## src/rtl/alu_pkg.sv

```systemverilog
// alu_pkg: shared operation codes and FSM state encoding for the execution ALU
package alu_pkg;

    typedef enum logic [2:0] {
        ALU_AND = 3'b000,
        ALU_OR  = 3'b001,
        ALU_ADD = 3'b010,
        ALU_SUB = 3'b110,
        ALU_ROL = 3'b100,
        ALU_ROR = 3'b101
    } alu_ctl_e;

    typedef enum logic [1:0] {
        IDLE,
        ROTATE,
        DONE
    } state_e;

endpackage

```

## src/rtl/alu_exec_unit_addsub.sv

```systemverilog
// alu_addsub: combinational adder/subtractor with carry-out and signed overflow
module alu_addsub #(
    parameter int WIDTH = 32
) (
    input  logic [WIDTH-1:0] a,
    input  logic [WIDTH-1:0] b,
    input  logic             sub,
    output logic [WIDTH-1:0] sum,
    output logic             carry,
    output logic             overflow
);

    logic [WIDTH-1:0] bx;

    // Subtraction is a + ~b + 1, so carry-out high means no borrow
    assign bx       = sub ? ~b : b;
    assign {carry, sum} = {1'b0, a} + {1'b0, bx} + {{WIDTH{1'b0}}, sub};
    assign overflow = (a[WIDTH-1] == bx[WIDTH-1]) && (sum[WIDTH-1] != a[WIDTH-1]);

endmodule

```

## src/rtl/alu_exec_unit.sv

```systemverilog
// alu_exec_unit: handshaked ALU with single-cycle logic/arith and bit-serial rotates
module alu_exec_unit
    import alu_pkg::*;
#(
    parameter int WIDTH = 32,
    parameter int ROT_W = $clog2(WIDTH)
) (
    input  logic             clk,
    input  logic             rst_n,
    input  logic             in_valid,
    output logic             in_ready,
    input  logic [2:0]       alu_ctl,
    input  logic [WIDTH-1:0] op_a,
    input  logic [WIDTH-1:0] op_b,
    output logic             out_valid,
    input  logic             out_ready,
    output logic [WIDTH-1:0] result,
    output logic             zero,
    output logic             carry,
    output logic             overflow,
    output logic             illegal_op
);

    state_e           state;
    alu_ctl_e         ctl;
    logic [ROT_W-1:0] cnt;
    logic [ROT_W-1:0] amt;
    logic             rol;
    logic             sub;
    logic [WIDTH-1:0] sum;
    logic             as_c;
    logic             as_v;
    logic             arith;
    logic             rotate;
    logic             illegal;
    logic [WIDTH-1:0] res_c;
    logic [WIDTH-1:0] rot_nx;
    logic             rot_out;

    assign ctl = alu_ctl_e'(alu_ctl);
    assign amt = op_b[ROT_W-1:0];
    assign sub = (ctl == ALU_SUB);

    alu_addsub #(.WIDTH(WIDTH)) u_addsub (
        .a        (op_a),
        .b        (op_b),
        .sub      (sub),
        .sum      (sum),
        .carry    (as_c),
        .overflow (as_v)
    );

    // Decode the request and form the single-cycle result and the next rotate step
    always_comb begin
        arith   = (ctl == ALU_ADD) || (ctl == ALU_SUB);
        rotate  = (ctl == ALU_ROL) || (ctl == ALU_ROR);
        illegal = !(arith || rotate || ctl == ALU_AND || ctl == ALU_OR);
        res_c   = (ctl == ALU_AND) ? (op_a & op_b) :
                  (ctl == ALU_OR)  ? (op_a | op_b) :
                  arith            ? sum :
                  rotate           ? op_a : '0;
        rot_nx  = rol ? {result[WIDTH-2:0], result[WIDTH-1]} : {result[0], result[WIDTH-1:1]};
        rot_out = rol ? result[WIDTH-1] : result[0];
    end

    // Control FSM; the result register doubles as the rotate working register
    always_ff @(posedge clk or negedge rst_n) begin
        if (!rst_n) begin
            state      <= IDLE;
            in_ready   <= 1'b1;
            out_valid  <= 1'b0;
            result     <= '0;
            zero       <= 1'b0;
            carry      <= 1'b0;
            overflow   <= 1'b0;
            illegal_op <= 1'b0;
            cnt        <= '0;
            rol        <= 1'b0;
        end else begin
            case (state)
                IDLE: if (in_valid) begin
                    in_ready   <= 1'b0;
                    illegal_op <= illegal;
                    rol        <= (ctl == ALU_ROL);
                    cnt        <= amt;
                    overflow   <= arith && as_v;
                    if (rotate && amt != '0) begin
                        state  <= ROTATE;
                        result <= op_a;
                        carry  <= 1'b0;
                    end else begin
                        state     <= DONE;
                        out_valid <= 1'b1;
                        result    <= res_c;
                        zero      <= (res_c == '0);
                        carry     <= arith && as_c;
                    end
                end
                ROTATE: begin
                    result <= rot_nx;
                    carry  <= rot_out;
                    cnt    <= cnt - ROT_W'(1);
                    if (cnt == ROT_W'(1)) begin
                        state     <= DONE;
                        out_valid <= 1'b1;
                        zero      <= (rot_nx == '0);
                    end
                end
                DONE: if (out_ready) begin
                    state     <= IDLE;
                    out_valid <= 1'b0;
                    in_ready  <= 1'b1;
                end
                default: state <= IDLE;
            endcase
        end
    end

endmodule

```

## config.mk

```make
export PLATFORM = sky130hd
export DESIGN_NAME = alu_exec_unit
export DESIGN_NICKNAME = d
export VERILOG_FILES = /design/src/rtl/alu_pkg.sv /design/src/rtl/alu_exec_unit_addsub.sv /design/src/rtl/alu_exec_unit.sv
export SDC_FILE = /design/constraint.sdc
export NUM_CORES = 1
export LEC_CHECK = 0
export BUFFER_PORTS_ARGS = -buffer_cell sky130_fd_sc_hd__buf_2
export CAP_MARGIN = 25
export CORE_UTILIZATION = 63
export CTS_BUF_LIST = sky130_fd_sc_hd__clkbuf_8
export DETAILED_ROUTE_END_ITERATION = 10
export MAX_ROUTING_LAYER = met4
export PLACE_DENSITY = 0.9
export SYNTH_ARGS = -nofsm -noshare
export SYNTH_HDL_FRONTEND = slang
export SYNTH_HIERARCHICAL = 1
export SYNTH_SLANG_ARGS = --single-unit
```

## constraint.sdc

```tcl
create_clock -name clk -period 3.2 [get_ports clk]
set_clock_uncertainty 0.1 [all_clocks]
set_input_delay 0.32 -clock clk [delete_from_list [all_inputs] [get_ports clk]]
set_output_delay 0.32 -clock clk [all_outputs]
set_load 0.02 [all_outputs]
```

==> summary.md, run 1 <==
| Metric | Value |
|---|---|
| Ranking of synthesized cells by area | `dfrtp_1, a21oi_1, ha_1` |
| Die Y | `96.7 um` |
| Worst_ep kind | `sequential cell input` |
| Status | `did not finish` |
| Die W | `96.7 um` |
| Post-synthesis cell area | `5640 sq um` |
| Site Rows | `34` |
| Cells after synthesis | `719` |
| Top-area cell type share of the netlist area | `20.0%` |
| Global placer's final weighted congestion | `1.07` |
| Ys async rst share | `100%` |
| Clock sinks | `46` |
| Clock H-tree levels | `2` |
| Stop err | `[ERROR GRT-0232] Routing congestion too high. Check the congestion heatmap in the GUI.` |
| Top FF cell, synth | `dfrtp_1` |
| Io pins | `between 100 and 150` |
| Post-Place Cells | `between 1000 and 1500` |
| CTS Buffer Depth | `2` |
| Yosys reg bits | `46` |
| Initial core utilization | `between 60 and 70%` |
| Average size of a mapped cell | `approximately 7.9 sq um` |
| Post-synth cell types | `66` |
| Post-synth EDFFs | `0` |
| Root Buffer | `clkbuf_8` |
| Largest net degree at the start of global routing | `47` |
| Cts bufs inserted | `5` |
| Stop stage | `global routing` |
| Synth Warn # | `6` |
| Place WS | `-936 ps` |
| Net count after synthesis | `824` |
| All-layer global routing usage | `71.4%` |
| DPL Wire Length | `16100 um` |
| Port bufs | `108` |
| Sequential fraction of the synthesis area | `20.4%` |
| Largest area contributor in the netlist | `dfrtp_1` |
| Total grt overflow | `1` |
| Worst EP post-GRT repair | `zero$_DFFE_PN0P_/D` |
## Yosys cell counts, drive strengths merged (2+ instances only)
library cell / n
nand2b: 9
a21o: 15
xor2: 42
a21oi: 106
o21a: 3
o211a: 18
nor2b: 10
a31o: 3
nor3: 6
clkbuf: 17
xnor2: 19
o21ai: 62
a311oi: 3
o221a: 6
mux2i: 24
a31oi: 7
ha: 33
nand3: 14
o2111ai: 2
nand4: 11
inv: 17
and3: 4
o211ai: 11
o31ai: 3
nor2: 45
buf: 28
or4: 2
mux2: 9
nand4b: 2
a2111oi: 2
nand3b: 3
o21bai: 7
and2: 4
dfrtp: 45
o22ai: 10
nand2: 54
or2: 20
nor4: 9
and4: 3
a211o: 2
a211oi: 20
## cells by family after synthesis
logic type	count (synthesis)	share of synthesized area [%]
fa+ha+maj	34	7.67
simple gates	198	17.7
xor+xnor	61	9.47
compound gates	285	33.3
mux	33	6.12
buf+inv	62	5.30
flops	46	20.4
## repair_timing
item	in CTS
pin swaps	31
gates resized for setup	26
hold buffers	0
buffers inserted	10
endpoints found under the setup margin	16
cloned	0
## per-layer routing
| metal | overflow | GRT usage [%] |
|---|---|---|
| met4 | 1 | 69.1 |
| met2 | 0 | 88.5 |
| met5 | - | - |
| met1 | 0 | 72.8 |
| met3 | 0 | 48.0 |
## metrics by stage
stage | TNS [ps] | utilization, % | instance area, sq um
floorplan | -4190 | - | 5770
global placement | -6060 | 82.8 | 7190
detailed placement | -9730 | 82.8 | 7190
CTS | -1620 | 86.3 | 7490
==> inputs of run 2 (changes only) <==
Settings changed: CORE_UTILIZATION 63 to 40, CTS_BUF_LIST sky130_fd_sc_hd__clkbuf_8 to not set, MAX_ROUTING_LAYER met4 to not set, PLACE_DENSITY 0.9 to not set, PLACE_DENSITY_LB_ADDON set to 0.15.
==> run 2 against run 1 <==
Against the previous run:
- the flow now finishes, with violations (design-rule violations, negative setup slack)
- synthesized area did not move
- synthesized cell count did not move
==> summary.md, run 2 <==
| Metric | Value |
|---|---|
| Area delta synth->final | `45.0%` |
| Pleak | `3.71 nW` |
| Register Area | `1150 sq um` |
| Failing checks | `design-rule violations, negative setup slack` |
| Antenna cells | `0` |
| Crit path arrival time | `3810 ps` |
| Relative slew slack | `47.1%` |
| Worst-Skew Late Latency | `about 290 ps` |
| Vias in the first global route | `6422` |
| Post-synthesis cell area | `5640 sq um` |
| Yosys reg bits | `46` |
| Fmax | `about 270 MHz` |
| Combinational family with the most area after synthesis | `compound AO/OA/AOI/OAI gates` |
| Via count | `between 6000 and 7000` |
| Adder-cell share of the synthesized area | `roughly 7.7%` |
| CTS clk-pin slew, worst paths | `70 ps` |
| # fillers | `1274` |
| Commonest cells in the netlist | `a21oi_1, o21ai_0, nand2_1` |
| Post-Synth Simple-Gate Area | `between 15 and 20%` |
| Top-area cell type share of the netlist area | `20.0%` |
| Synth Warn # | `6` |
| Clock H-tree levels | `2` |
| Post-synth EDFFs | `0` |
| Share of post-route cells with drive strength above 1 | `42.1%` |
| # DRC | `1` |
| ANT nets after route | `0` |
| Kind of critical path | `in -> reg` |
| Routed vias/inst | `between 5 and 6` |
| Mux share of post-synthesis cell area | `6.12%` |
| Initial core utilization | `40.8%` |
| Largest net degree at the start of global routing | `40` |
| Util after Layout | `59.2%` |
| Die Y | `121 um` |
| Count of pins over their slew limit | `0` |
| Final Hold Slack | `141 ps` |
| DRT iter0 DRCs | `475` |
| Worst hold path type | `in -> reg` |
| Initial antenna violation count | `0` |
| Net count after synthesis | `just over 800` |
| Tightest Pin Transition | `791 ps` |
| Most frequent cells in the layout | `buf_4, buf_2, a21oi_1, nand2_1, o21ai_0` |
| Non-Filler Instances | `1151` |
| CP startpoint kind | `primary input` |
| Count leader, synth | `a21oi_1` |
| Largest register FFs | `32` |
| Wire per inst | `around 18 um` |
| Global placer's final weighted congestion | `~0.9` |
| Post-synth cell types | `66` |
| Post-layout min period | `3750 ps` |
| Place WS | `-964 ps` |
| Cts bufs inserted | `5` |
| Total grt overflow | `0` |
| WP data required | `3260 ps` |
| Port bufs | `approximately 110` |
| Io pins | `approximately 110` |
| Setup violations, final | `13` |
| Tot Pwr | `5.01 mW` |
| Compound-gate portion of the synthesized area | `33.3%` |
| CTS tree | `done` |
| Average size of a mapped cell | `7.85 sq um` |
| Post-DP Area | `7380 sq um` |
| Die W | `121 um` |
| DPL Wire Length | `about 15000 um` |
| Area share of xor/xnor cells in the synthesized design | `9.47%` |
| WL final | `between 20000 and 25000 um` |
| Finished Cell Area | `8180 sq um` |
| Clock sinks | `46` |
| TNS Setup | `-2780 ps` |
| CTS Buffer Depth | `2` |
| Ys async rst share | `100%` |
| Site Rows | `43` |
| Top FF cell, synth | `dfrtp_1` |
| Most common cell after layout, fill and taps aside | `buf_4` |
| Sequential fraction of the synthesis area | `20.4%` |
| CP endpoint kind | `register` |
| Pwr per Cell Area | `613 nW/um^2` |
| Final hold vios | `0` |
| Largest area contributor in the netlist | `dfrtp_1` |
| Nets | `between 1000 and 1500` |
| Core area | `13800 sq um` |
| Final worst slack | `-545 ps` |
| All-layer global routing usage | `~28%` |
| Worst vdd ir | `approximately 0.00032 V` |
| Multi-input gate area | `4550 sq um` |
| Ranking of synthesized cells by area | `dfrtp_1, a21oi_1, ha_1` |
| RSZ-0062 raised after global routing | `yes` |
| Post-Place Cells | `around 1100` |
| TritonRoute pass-1 iters | `8` |
| Root Buffer | `clkbuf_16` |
| Die ar. | `14600 sq um` |
| Max Cap Viol | `0` |
| Register name with the most flops | `result` |
| Crit-path max FO | `8` |
| Biggest regs | `result: 32 flops, cnt: 5 flops, state: 2 flops` |
| Cells after synthesis | `719` |
| Tcrit/Tclk final | `117%` |
| Status | `complete, but fails checks` |
| Global-route wire length before repair | `32300 um` |
## run 2: cell counts after synthesis
No cell type changed its count.
## run 2: power breakdown
group,internal [mW],leakage [nW],switching (mW)
clock,0.290,0.0698,0.232
sequential,0.885,0.538,0.400
combinational,1.44,3.11,1.76
## run 2: worst max-delay path: stages
cell and delay (ps):
buf_6 90, nor2b_4 110, and2_4 170, buf_12 130, buf_16 140, buf_4 130
xor2_1 160, ha_2 320, a21oi_2 150, o211ai_1 140, a41oi_2 220, o211ai_1 100
nand3b_1 220, nand4_1 100, nand4b_1 140, buf_4 170, buf_4 120, buf_4 120
buf_4 120, buf_4 120, buf_4 110, a31o_2 230, nand3_1 80, o211ai_1 90
## run 2: layout make-up
class                   count  area share [%]
well taps                 180            2.75
flip-flops and latches     46            14.1
inverters                  17           0.841
multi-input cells         611            55.6
clock buffers               5            1.53
clock inverters             3           0.260
repair buffers            289            24.9
## run 2: timing repair
action	in CTS	in global routing
pin swaps	45	18
gates cloned	1	0
endpoints found under the setup margin	14	19
endpoints found under the hold margin	20	0
hold buffers	1	0
resized for setup	42	37
buffers inserted	28	9
## run 2: cell families (layout without fill, tap and decap cells)
group           after synthesis  count (layout)
compound gates              285             285
xor+xnor                     61              61
fa+ha+maj                    34              34
buf+inv                      62             314
flops                        46              46
mux                          33              33
simple gates                198             198
## run 2: final timing paths
check | from | endpoint | slack [ps] | cells past startpoint
min in group asynchronous | rst_n | result[4] | 460 | 2
worst max register to register | state[1] | result[30] | 1030 | 5
worst min register to register | illegal_op | illegal_op | 380 | 2
worst min-delay path | out_ready | out_valid | 140 | 2
worst max-delay path | alu_ctl[1] | carry | -550 | 24
max in group asynchronous | rst_n | result[18] | 2010 | 3
## run 2: layer usage
| metal | vias up | wire, um | share of wire [%] | GRT usage, % |
|---|---|---|---|---|
| li1 | 3163 | - | - | - |
| met1 | 3207 | 9010 | 44 | 36.0 |
| met2 | 218 | 9940 | 49 | 48.3 |
| met3 | 24 | 1110 | 5.4 | 3.82 |
| met4 | 0 | 310 | 1.5 | 6.40 |
| met5 | - | 0 | 0 | 0 |
Note: power is estimated with default switching activity, not from simulation.
==> inputs of run 3 (changes only) <==
Settings changed: RECOVER_POWER set to 50.
==> run 3 against run 2 <==
Against the previous run:
- the flow still finishes with violations (design-rule violations, negative setup slack)
- non-clock buffer count stayed put
- setup slack worse by 6.8 ps
- first-iteration DRC count is 0.63% lower
- count of clock-buffer cells in the layout stayed put
- die area stayed put
- sequential share of layout area hardly changed
- clock power hardly changed
- register-to-register slack hardly changed
- routed wire length hardly changed
- sequential power hardly changed
- cell count stayed put
- largest power group unchanged
==> summary.md, run 3 (synthesized netlist as in run 2, its figures left out) <==
| Metric | Value |
|---|---|
| Status | `complete, but fails checks` |
| Failing checks | `design-rule violations, negative setup slack` |
| Io pins | `about 110` |
| Share of post-route cells with drive strength above 1 | `41.0%` |
| Total grt overflow | `0` |
| Crit-path max FO | `8` |
| Tightest Pin Transition | `1270 ps` |
| Global-route wire length before repair | `roughly 32000 um` |
| Finished Cell Area | `8160 sq um` |
| Non-Filler Instances | `1151` |
| CTS Buffer Depth | `2` |
| Util after Layout | `59.0%` |
| Wire per inst | `about 18 um` |
| Area delta synth->final | `44.6%` |
| Kind of critical path | `in -> reg` |
| Tcrit/Tclk final | `117%` |
| WL final | `20400 um` |
| Final Hold Slack | `139 ps` |
| DPL Wire Length | `between 10000 and 15000 um` |
| Biggest regs | `result: 32 flops, cnt: 5 flops, state: 2 flops` |
| Register name with the most flops | `result` |
| ANT nets after route | `0` |
| Final hold vios | `0` |
| RSZ-0062 raised after global routing | `yes` |
| Die ar. | `14600 sq um` |
| Worst vdd ir | `0.000321 V` |
| WP data required | `3260 ps` |
| Port bufs | `approximately 110` |
| Setup violations, final | `13` |
| Worst-Skew Late Latency | `between 200 and 300 ps` |
| Crit path arrival time | `3820 ps` |
| Nets | `1075` |
| Most frequent cells in the layout | `buf_4, buf_2, a21oi_1, nand2_1, o21ai_0` |
| Global placer's final weighted congestion | `0.879` |
| Die W | `121 um` |
| Worst hold path type | `in -> reg` |
| Place WS | `-964 ps` |
| Post-Place Cells | `1107` |
| Site Rows | `43` |
| Pleak | `between 3 and 4 nW` |
| # fillers | `1282` |
| Final worst slack | `-552 ps` |
| Cts bufs inserted | `5` |
| Largest net degree at the start of global routing | `40` |
| Root Buffer | `clkbuf_16` |
| All-layer global routing usage | `27.7%` |
| Clock sinks | `46` |
| CTS tree | `done` |
| Routed vias/inst | `5.70` |
| Largest register FFs | `32` |
| Via count | `6566` |
| Count of pins over their slew limit | `0` |
| # DRC | `1` |
| Tot Pwr | `5.00 mW` |
| Initial core utilization | `slightly above 40%` |
| TritonRoute pass-1 iters | `7` |
| Core area | `13800 sq um` |
| Post-layout min period | `roughly 3800 ps` |
| Die Y | `121 um` |
| Max Cap Viol | `0` |
| Relative slew slack | `15.4%` |
| DRT iter0 DRCs | `472` |
| Vias in the first global route | `6422` |
| Clock H-tree levels | `2` |
| Post-DP Area | `7380 sq um` |
| CP startpoint kind | `primary input` |
| Antenna cells | `0` |
| CP endpoint kind | `register` |
| Most common cell after layout, fill and taps aside | `buf_4` |
| Fmax | `267 MHz` |
| Initial antenna violation count | `0` |
| CTS clk-pin slew, worst paths | `70 ps` |
| Pwr per Cell Area | `612 nW/um^2` |
| TNS Setup | `-2760 ps` |
-- run 3: cell count changes in the layout (fill, tap and decap cells not counted) --
cell / previous run / this run
buf_12: 5 / 4
buf_2: 106 / 96
clkbuf_1: 0 / 10
dlymetal6s4s_1: 0 / 1
-- run 3: where the power goes --
part	switching (mW)	internal, mW
Sequential	0.401	0.885
Combinational	1.76	1.43
Clock	0.233	0.290
-- run 3: worst paths after layout --
path                             from    endpoint  slack [ps]  cells after the start
hold reg to reg            illegal_op  illegal_op         390                      2
setup reg to reg             state[1]  result[30]        1030                      5
hold / removal              out_ready   out_valid         140                      2
min in group asynchronous       rst_n   result[4]         730                      2
setup / recovery           alu_ctl[1]       carry        -550                     24
max in group asynchronous       rst_n  result[18]         450                      3
-- run 3: worst max-delay path: stages --
cell and delay (ps):
buf_6 90, nor2b_4 110, and2_4 170, buf_12 130, buf_16 140, buf_4 130, xor2_1 160, ha_2 320
a21oi_2 150, o211ai_1 140, a41oi_2 220, o211ai_1 100, nand3b_1 220, nand4_1 100, nand4b_1 140, buf_4 170
buf_4 120, buf_4 120, buf_4 120, buf_4 120, buf_4 110, a31o_2 230, nand3_1 90, o211ai_1 90
-- run 3: final cells by class --
type / instances / area, sq um / area share, %
Timing Repair Buffer: 289 / 2020 / 24.7
Inverter: 17 / 68.8 / 0.843
Multi-Input combinational cell: 611 / 4550 / 55.8
Clock inverter: 3 / 21.3 / 0.261
Clock buffer: 5 / 125 / 1.53
Tap cell: 180 / 225 / 2.76
Sequential cell: 46 / 1150 / 14.1
-- run 3: metal layers --
metal,vias up,part of all wire [%],global-route usage (%)
li1,3167,-,-
met1,3148,44,36.0
met2,219,49,48.3
met3,32,5.9,3.82
met4,0,1.6,6.40
met5,-,0,0
-- run 3: timing repair --
item / in CTS / in global routing
pin swaps: 45 / 18
buffers inserted: 28 / 9
hold endpoints to repair: 20 / 0
setup endpoints to repair: 14 / 19
gates resized for setup: 42 / 37
gates cloned: 1 / 0
hold buffers: 1 / 0
